===== config.mk =====
export PLATFORM = sky130hd
export DESIGN_NAME = hdmi_video_timing
export DESIGN_NICKNAME = d
export VERILOG_FILES = /design/src/rtl/hdmi_video_timing.sv
export SDC_FILE = /design/constraint.sdc
export NUM_CORES = 1
export LEC_CHECK = 0
export CAP_MARGIN = 20
export CORE_ASPECT_RATIO = 1.4
export CORE_UTILIZATION = 50
export CTS_CLUSTER_SIZE = 16
export DETAILED_ROUTE_END_ITERATION = 8
export DONT_BUFFER_PORTS = 1
export PLACE_DENSITY = 0.75
export RECOVER_POWER = 100
export SLEW_MARGIN = 40
export SYNTH_ARGS = -nofsm -noshare
export SYNTH_HDL_FRONTEND = slang
export SYNTH_SLANG_ARGS = --single-unit

===== constraint.sdc =====
create_clock -name clk -period 3.8 [get_ports clk]
set_clock_uncertainty 0.15 [all_clocks]
set_input_delay 0.95 -clock clk [delete_from_list [all_inputs] [get_ports clk]]
set_output_delay 0.95 -clock clk [all_outputs]
set_load 0.01 [all_outputs]

===== src/rtl/hdmi_video_timing.sv =====
// hdmi_video_timing: raster timing generator that aligns sync/DE with the colour pipeline
// Ports:
//   clk, rst                  pixel clock, synchronous active-high reset
//   px_x, px_y                presented raster position (to the colour block)
//   data_en                   presented position lies in the active area
//   frame_start               one-cycle pulse while the presented position is (0,0)
//   r, g, b                   colour for the position presented PIPE_DELAY cycles earlier
//   vid_hs, vid_vs, vid_de    sync and data enable to the transmitter
//   vid_data                  {r,g,b} to the transmitter, zero during blanking
module hdmi_video_timing #(
   parameter int   H_ACTIVE   = 1280,
   parameter int   H_FP       = 48,
   parameter int   H_SYNC     = 112,
   parameter int   H_BP       = 248,
   parameter int   V_ACTIVE   = 1024,
   parameter int   V_FP       = 1,
   parameter int   V_SYNC     = 3,
   parameter int   V_BP       = 38,
   parameter logic HS_POL     = 1'b1,
   parameter logic VS_POL     = 1'b1,
   parameter int   PIPE_DELAY = 1
) (
   input  logic        clk,
   input  logic        rst,
   output logic [11:0] px_x,
   output logic [11:0] px_y,
   output logic        data_en,
   output logic        frame_start,
   input  logic [7:0]  r,
   input  logic [7:0]  g,
   input  logic [7:0]  b,
   output logic        vid_hs,
   output logic        vid_vs,
   output logic        vid_de,
   output logic [23:0] vid_data
);
   localparam logic [11:0] H_LAST = 12'(H_ACTIVE + H_FP + H_SYNC + H_BP - 1);
   localparam logic [11:0] V_LAST = 12'(V_ACTIVE + V_FP + V_SYNC + V_BP - 1);
   localparam logic [11:0] HA     = 12'(H_ACTIVE);
   localparam logic [11:0] HS_ON  = 12'(H_ACTIVE + H_FP);
   localparam logic [11:0] HS_OFF = 12'(H_ACTIVE + H_FP + H_SYNC);
   localparam logic [11:0] VA     = 12'(V_ACTIVE);
   localparam logic [11:0] VS_ON  = 12'(V_ACTIVE + V_FP);
   localparam logic [11:0] VS_OFF = 12'(V_ACTIVE + V_FP + V_SYNC);

   logic [11:0] h_q, h_d, v_q, v_d;
   logic        de_q, de_d, fs_q, fs_d;
   logic [2:0]  raw, dly;
   logic        hs_q, vs_q, vde_q;
   logic [23:0] data_q;

   // data_en and frame_start are decoded from the next position so they
   // register alongside h/v and always describe the presented position
   always_comb begin
      h_d  = (h_q == H_LAST) ? 12'd0 : h_q + 12'd1;
      v_d  = (h_q != H_LAST) ? v_q : (v_q == V_LAST) ? 12'd0 : v_q + 12'd1;
      de_d = (h_d < HA) && (v_d < VA);
      fs_d = (h_d == 12'd0) && (v_d == 12'd0);
      raw  = {de_q, (h_q >= HS_ON) && (h_q < HS_OFF), (v_q >= VS_ON) && (v_q < VS_OFF)};
   end

   // reset parks on the last raster position so the first free edge lands on (0,0)
   always_ff @(posedge clk) begin
      if (rst) begin
         h_q  <= H_LAST;
         v_q  <= V_LAST;
         de_q <= 1'b0;
         fs_q <= 1'b0;
      end else begin
         h_q  <= h_d;
         v_q  <= v_d;
         de_q <= de_d;
         fs_q <= fs_d;
      end
   end

   // {de, hs, vs} travel together so they keep their raw relative phase
   generate
      if (PIPE_DELAY == 0) begin : g_bypass
         assign dly = raw;
      end else begin : g_pipe
         logic [2:0] sr_q [PIPE_DELAY];
         always_ff @(posedge clk) begin
            if (rst) begin
               for (int i = 0; i < PIPE_DELAY; i++) sr_q[i] <= 3'b0;
            end else begin
               sr_q[0] <= raw;
               for (int i = 1; i < PIPE_DELAY; i++) sr_q[i] <= sr_q[i-1];
            end
         end
         assign dly = sr_q[PIPE_DELAY-1];
      end
   endgenerate

   always_ff @(posedge clk) begin
      if (rst) begin
         vde_q  <= 1'b0;
         hs_q   <= ~HS_POL;
         vs_q   <= ~VS_POL;
         data_q <= 24'h0;
      end else begin
         vde_q  <= dly[2];
         hs_q   <= dly[1] ? HS_POL : ~HS_POL;
         vs_q   <= dly[0] ? VS_POL : ~VS_POL;
         data_q <= dly[2] ? {r, g, b} : 24'h0;
      end
   end

   assign px_x        = h_q;
   assign px_y        = v_q;
   assign data_en     = de_q;
   assign frame_start = fs_q;
   assign vid_hs      = hs_q;
   assign vid_vs      = vs_q;
   assign vid_de      = vde_q;
   assign vid_data    = data_q;
endmodule


# After elaboration in Yosys (flattened, before gate mapping)
# Memory sizes are Yosys's and may differ from the RTL's.
# Index checks and enable logic that the tools add are counted.
dict set report op_classes {
  bitwise_logic 1
  n_lt_le_gt_ge 6
  n_mux 10
  reduce_logical 8
  n_eq_ne 3
  add_sub_neg 2
}
# cell count
set op_table {}
lappend op_table {{less-than comparator 12 x 11 -> 1 bit (second input constant)} 4}
lappend op_table {{2-to-1 mux 12 bit} 3}
lappend op_table {{adder 12 x 1 -> 12 bit (second input constant)} 2}
lappend op_table {{== test 12 x 11 -> 1 bit (second input constant)} 2}
lappend op_table {{>= comparator 12 x 11 -> 1 bit (second input constant)} 2}
lappend op_table {{logical NOT 12 bit} 2}
lappend op_table {{inequality test 12 x 11 -> 1 bit (second input constant)} 1}
lappend op_table {{2-to-1 mux 1 bit} 6}
lappend op_table {{logical AND 1 bit} 4}
lappend op_table {{2-to-1 mux 3 bit} 1}
lappend op_table {{OR reduction 3 bit} 1}
lappend op_table {{OR reduction 2 bit} 1}
lappend op_table {{inverter 1 bit} 1}
dict set report word_totals {
  output_inout_bits 53
  reg_bits 53
  wordCells 39
  input_bits 26
  memories 1
  mem_bits_rw 3
}
# name depth width read_ports rd_clocked_by_memory_dff wr line
set mem_list {}
lappend mem_list {g_pipe.sr_q 1 3 1 0 1 82} ;# logic [2:0] sr_q [PIPE_DELAY];

# Logic depth before layout (Yosys ltp)
dict set report depth {
  word_depth 5
  depth_mapped 9
  mapped_depth_nobuf 8
}

# Worst setup path after synthesis
# Ideal clock, no wire load.
dict set report synth_timing {
  kind {register to register}
  startpoint {reg v_q[0], in the netlist px_y[0]}
  endpoint {reg fs_q, in the netlist frame_start}
  t_arrival_ns 2.065
  period_less_slack_ns 2.319
  t_required_ns 3.547
  n_path_buf 0
  path_stages_with_launch 8
  setup_time_ns 0.103
  slack_ns 1.481
  path_cell_list {dfxtp_1 -> inv_1 -> ha_1 -> nor4_1 -> o221ai_2 -> a2111oi_2 -> nand4_1 -> a2111oi_2}
}
dict set report synth_between {
  elab_chain_cells 5
  elab_cells_between_ends 6
  cone_classes {add/sub: 1; eq/ne: 1; mux: 2; reduce/logical: 2}
}
# item line
set synth_rtl {}
lappend synth_rtl {{start, declared} 46} ;# logic [11:0] h_q, h_d, v_q, v_d;
lappend synth_rtl {{start signal, assigned} 71} ;# v_q <= v_d;
lappend synth_rtl {{adder 12 x 1 -> 12 bit / == test 12 x 11 -> 1 bit (equally long branches)} 56} ;# v_d = (h_q != H_LAST) ? v_q : (v_q == V_LAST) ? 12'd0 : v_q + 12'd1;
lappend synth_rtl {{2-to-1 mux 12 bit} 56}
lappend synth_rtl {{2-to-1 mux 12 bit *} 56}
lappend synth_rtl {{logical NOT 12 bit *} 58} ;# fs_d = (h_d == 12'd0) && (v_d == 12'd0);
lappend synth_rtl {{logical AND 1 bit *} 58}
lappend synth_rtl {{end signal, assigned} 73} ;# fs_q <= fs_d;
lappend synth_rtl {{end, declared} 47} ;# logic de_q, de_d, fs_q, fs_d;
# Mark *: on every way between the ends. The rest lies on a longest branch, timed or not.
# A chain may end at the register's enable or synchronous reset.

# Worst setup path after layout
dict set report layout_timing {
  startpoint {reg h_q[1], in the netlist px_x[1]}
  endpoint {reg fs_q, in the netlist frame_start}
}
dict set report layout_between {
  elab_chain_cells 4
  elab_cells_between_ends 8
  cone_classes {add/sub: 1; eq/ne: 2; mux: 2; reduce/logical: 3}
}
# item line
set layout_rtl {}
lappend layout_rtl {{start, declared} 46}
lappend layout_rtl {{start signal, assigned} 65} ;# h_q <= H_LAST;
lappend layout_rtl {{start signal, assigned} 70} ;# h_q <= h_d;
lappend layout_rtl {{adder 12 x 1 -> 12 bit (tied with other cells)} 55} ;# h_d = (h_q == H_LAST) ? 12'd0 : h_q + 12'd1;
lappend layout_rtl {{2-to-1 mux 12 bit (on tied branches)} {55, 56}}
lappend layout_rtl {{logical NOT 12 bit} 58}
lappend layout_rtl {{logical AND 1 bit *} 58}
# Marks and branches as above.

==> metrics list <==
- Slew @ Worst Pin: 816 ps
- The clock passes through at most 2 buffers.
- Top-area cell type share of the netlist area: between 40% and 50%
* Wire length of the first global-routing pass: 8020 um
* Post CTS Setup Buffer Count: 0
- Clk pwr share: about 18%
- The design draws 1.83 mW.
- Yosys warnings: 0
- Overall via count from detail_route: 1891
* Hold Startpoint: g_pipe.sr_q[0][0]
* Clock latency reported for the late side of the worst-skew pair: 310 ps
- Including well taps, the total number of placed cells is 317.
* Drt first-iter violations: about 100
- Number of global-route vias before repair: approximately 1700
- Wires add up to 5100 um.
- Number of H-tree levels: 2
- Kind of end point of the critical path: flop
* Arrival time of data at the critical path endpoint: 2960 ps
* Core area: 0.00457 mm2
* Hold Path End: vid_vs
* Sw Pwr: approximately 0.75 mW
- Clock tree synthesis selected as its root buffer the cell clkbuf_8.
* Ranking of synthesized cells by area: dfxtp_1 46%, and2_1 6.7%, nor2_1 3.6%, nor3_1 2.9%, ha_1 2.6%
- STA puts the critical path data required time at 3840 ps.
- Peak supply drop: 323 uV
- DIE WIDTH: 60.8 um
* Remaining max-slew budget at the tightest pin: 44.2%
- Chip Height: 84.3 um
- Area of the mapped netlist: 0.00242 mm2
* Hold path depth: 1
* Number of iterations in the first detailed-routing pass: 4
- Entering global routing, the biggest net connects 33 pins.
- In the routed design, unresolved DRC markers number 0.
- Final hold analysis gives a worst-case slack of around 300 ps.
- Cells after synthesis: 271
- Worst reg2reg setup slack: 890 ps
* Ratio of cells with drive above 1 in the final layout: 5.32%
- I/O pin total: 79
- Initial antenna violation count: 0
- Final Core Density: 55.2%
- The finished cells cover 0.00252 mm2.
- Maximum net fanout on the critical path: 12
- Cell internal power was estimated by the tool at 1.08 mW.
- Synth unique cells: 43
- DPL Wire Length: 3730 um
* CTS Hold Buffers Added: 0
* Depth of the worst register-to-register path: 8
- Of the synthesized area, sequential elements account for 46.4%.
* Port buffer count: 0
- Routed vias/inst: 5.82
* Leading area contributor after synthesis: dfxtp_1
- Row generation in the floorplan step produced 29 rows.
- Buffers inserted during clock tree synthesis total 5.
- Gr ovfl total: 0
* Lkg Pwr: 0.935 nW
- The average instance in the mapped netlist occupies slightly below 9 um2.
* Setup repair after global routing missed its margin: no
- Endpoint of the worst-slack reg-to-reg timing path: frame_start
- Beginning of the worst register-to-register path: px_x[1]
* Final Hold Viols: 0
- TritonCTS built the clock tree.
- In this run the power density over the cells is 725 mW/mm2.
* Post-synthesis net count: 302
- 0 antenna diodes ended up in the layout.
- The critical path is of the reg -> reg type.
- Switching part of the total: 40.8%
- The flow ran to the end, and the final reports show no timing, DRC or antenna violations.
* Final WS setup: 887 ps
- Final TNS setup: 0 ps
* Antenna Violating Nets Remaining: 0
- FMAX: 343 MHz
- Hold WC Path Type: reg -> reg
- Non-Filler Instances: between 300 and 400
- Sequential cells account for between 40% and 50% of the total power.
- The synthesized design contains 56 register bits.
- Timing analysis after detailed placement gives a worst setup slack of 1160 ps.
- Area of the die: 0.00512 mm2
- Placed inst area: between 0.002 and 0.0025 mm2
- Resized cells post-CTS: 0
- Relative contribution of combinational cells to total power: 35.9%
* Final setup violation count: 0
- For this design, the sink count on the clock tree is 56.
- Weighted congestion at the end of routability-driven global placement: 0.881
- Total routing usage reported by global routing: 20.6%
* Fraction of the cycle the final worst path needs: 76.6%
- Initial core utilization: between 50 and 60%
* Reg clk slew, reported paths: 110 ps
* Mean routed wirelength per cell: 15.7 um
- Synthesis-to-layout area growth: 4.35%
- Reported max-cap violation count: 0
* Max-slew violation count: 0
- Post-route minimum period: around 2900 ps
- Final layout net count: around 290
- Critical path launch point type: flop
[Yosys cell counts, drive strengths merged]
library cell / instances
inv: 7
nand3: 10
or3: 3
nor2b: 7
nand2: 14
a21oi: 7
o31ai: 2
dfxtp: 56
a2111oi: 3
a31oi: 5
and3: 8
a41oi: 1
o21ai: 10
nor4b: 1
xor2: 6
nand2b: 3
xnor2: 6
and2: 26
and3b: 1
or4: 1
and4: 2
ha: 5
clkbuf: 16
a311oi: 2
nor2: 23
o22ai: 1
o221ai: 1
nand4: 5
a211o: 3
o21bai: 2
or2: 1
nand3b: 2
buf: 4
a22oi: 2
a21o: 4
o32ai: 1
nor3: 14
nor3b: 1
nor4: 5
[flip-flops by register name, summed over array words and instances (netlist names)]
name	flops
px_y	12
data_en	1
vid_de	1
vid_hs	1
px_x	12
frame_start	1
g_pipe.sr_q	3
vid_data	24
vid_vs	1
[worst max path at each step]
stage	from	end	slack [ps]	cells past startpoint
after detailed placement	px_y[0]	frame_start	1160	7
after global routing	px_x[0]	frame_start	590	8
after floorplan	px_y[0]	frame_start	1480	7
final	px_x[1]	frame_start	890	8
after global placement	px_y[0]	frame_start	1220	7
after CTS	px_y[0]	frame_start	1150	7
[worst max-delay path, stage by stage, from the launching register on]
cell and delay, ps:
dfxtp_1 430, ha_1 220, and2_0 310, and4_1 510, clkbuf_1 380, nand3_1 110
nor3_1 180, o31ai_1 120, a2111oi_0 380
[layer usage]
metal | track usage, % | part of all wire (%)
met5 | 0 | 0
met4 | 9.92 | 2.9
met3 | 6.01 | 9.5
met2 | 33.9 | 49
met1 | 23.6 | 39
[power groups by stage]
stage | combinational, mW | sequential (mW) | clock, mW
2_1_floorplan | 0.606 | 0.771 | 0
3_3_place_gp | 0.674 | 0.850 | 0
3_5_place_dp | 0.675 | 0.852 | 0
4_1_cts | 0.678 | 0.837 | 0.346
5_1_grt | 0.726 | 0.860 | 0.363
6_report | 0.657 | 0.839 | 0.333
[cell type report]
type	instances	area [um2]
multi-input cells	188	1180
inverters	7	26.3
flip-flops and latches	56	1120
well taps	62	77.6
clock inverters	3	27.5
clock buffers	5	68.8
repair buffers	4	18.8
fillers	436	2050
[layout by cell type, fill, tap and decap left out, drive strengths merged, types with 2 or more instances in the layout]
cell type | Yosys | final
inv | 7 | 8
and4 | 2 | 2
and3 | 8 | 8
clkbuf | 16 | 8
ha | 5 | 5
a21oi | 7 | 7
nand2b | 3 | 3
a211o | 3 | 3
nand3 | 10 | 10
a2111oi | 3 | 3
nand4 | 5 | 5
nor3 | 14 | 14
xor2 | 6 | 6
or3 | 3 | 3
xnor2 | 6 | 6
nand2 | 14 | 14
o21ai | 10 | 10
dfxtp | 56 | 56
and2 | 26 | 26
a21o | 4 | 4
nor2 | 23 | 23
o31ai | 2 | 2
a22oi | 2 | 2
nor4 | 5 | 5
a311oi | 2 | 2
o21bai | 2 | 2
nor2b | 7 | 7
a31oi | 5 | 5
nand3b | 2 | 2
[kinds of logic (layout without fill, tap and decap cells)]
group           Yosys count  after routing  synth area share (%)
simple gates            127            127                  29.5
flops                    56             56                  46.4
compound gates           44             44                  12.9
buf+inv                  27             19                  4.30
xor+xnor                 12             12                  4.35
fa+ha+maj                 5              5                  2.59
(Power assumes the default switching activity.)
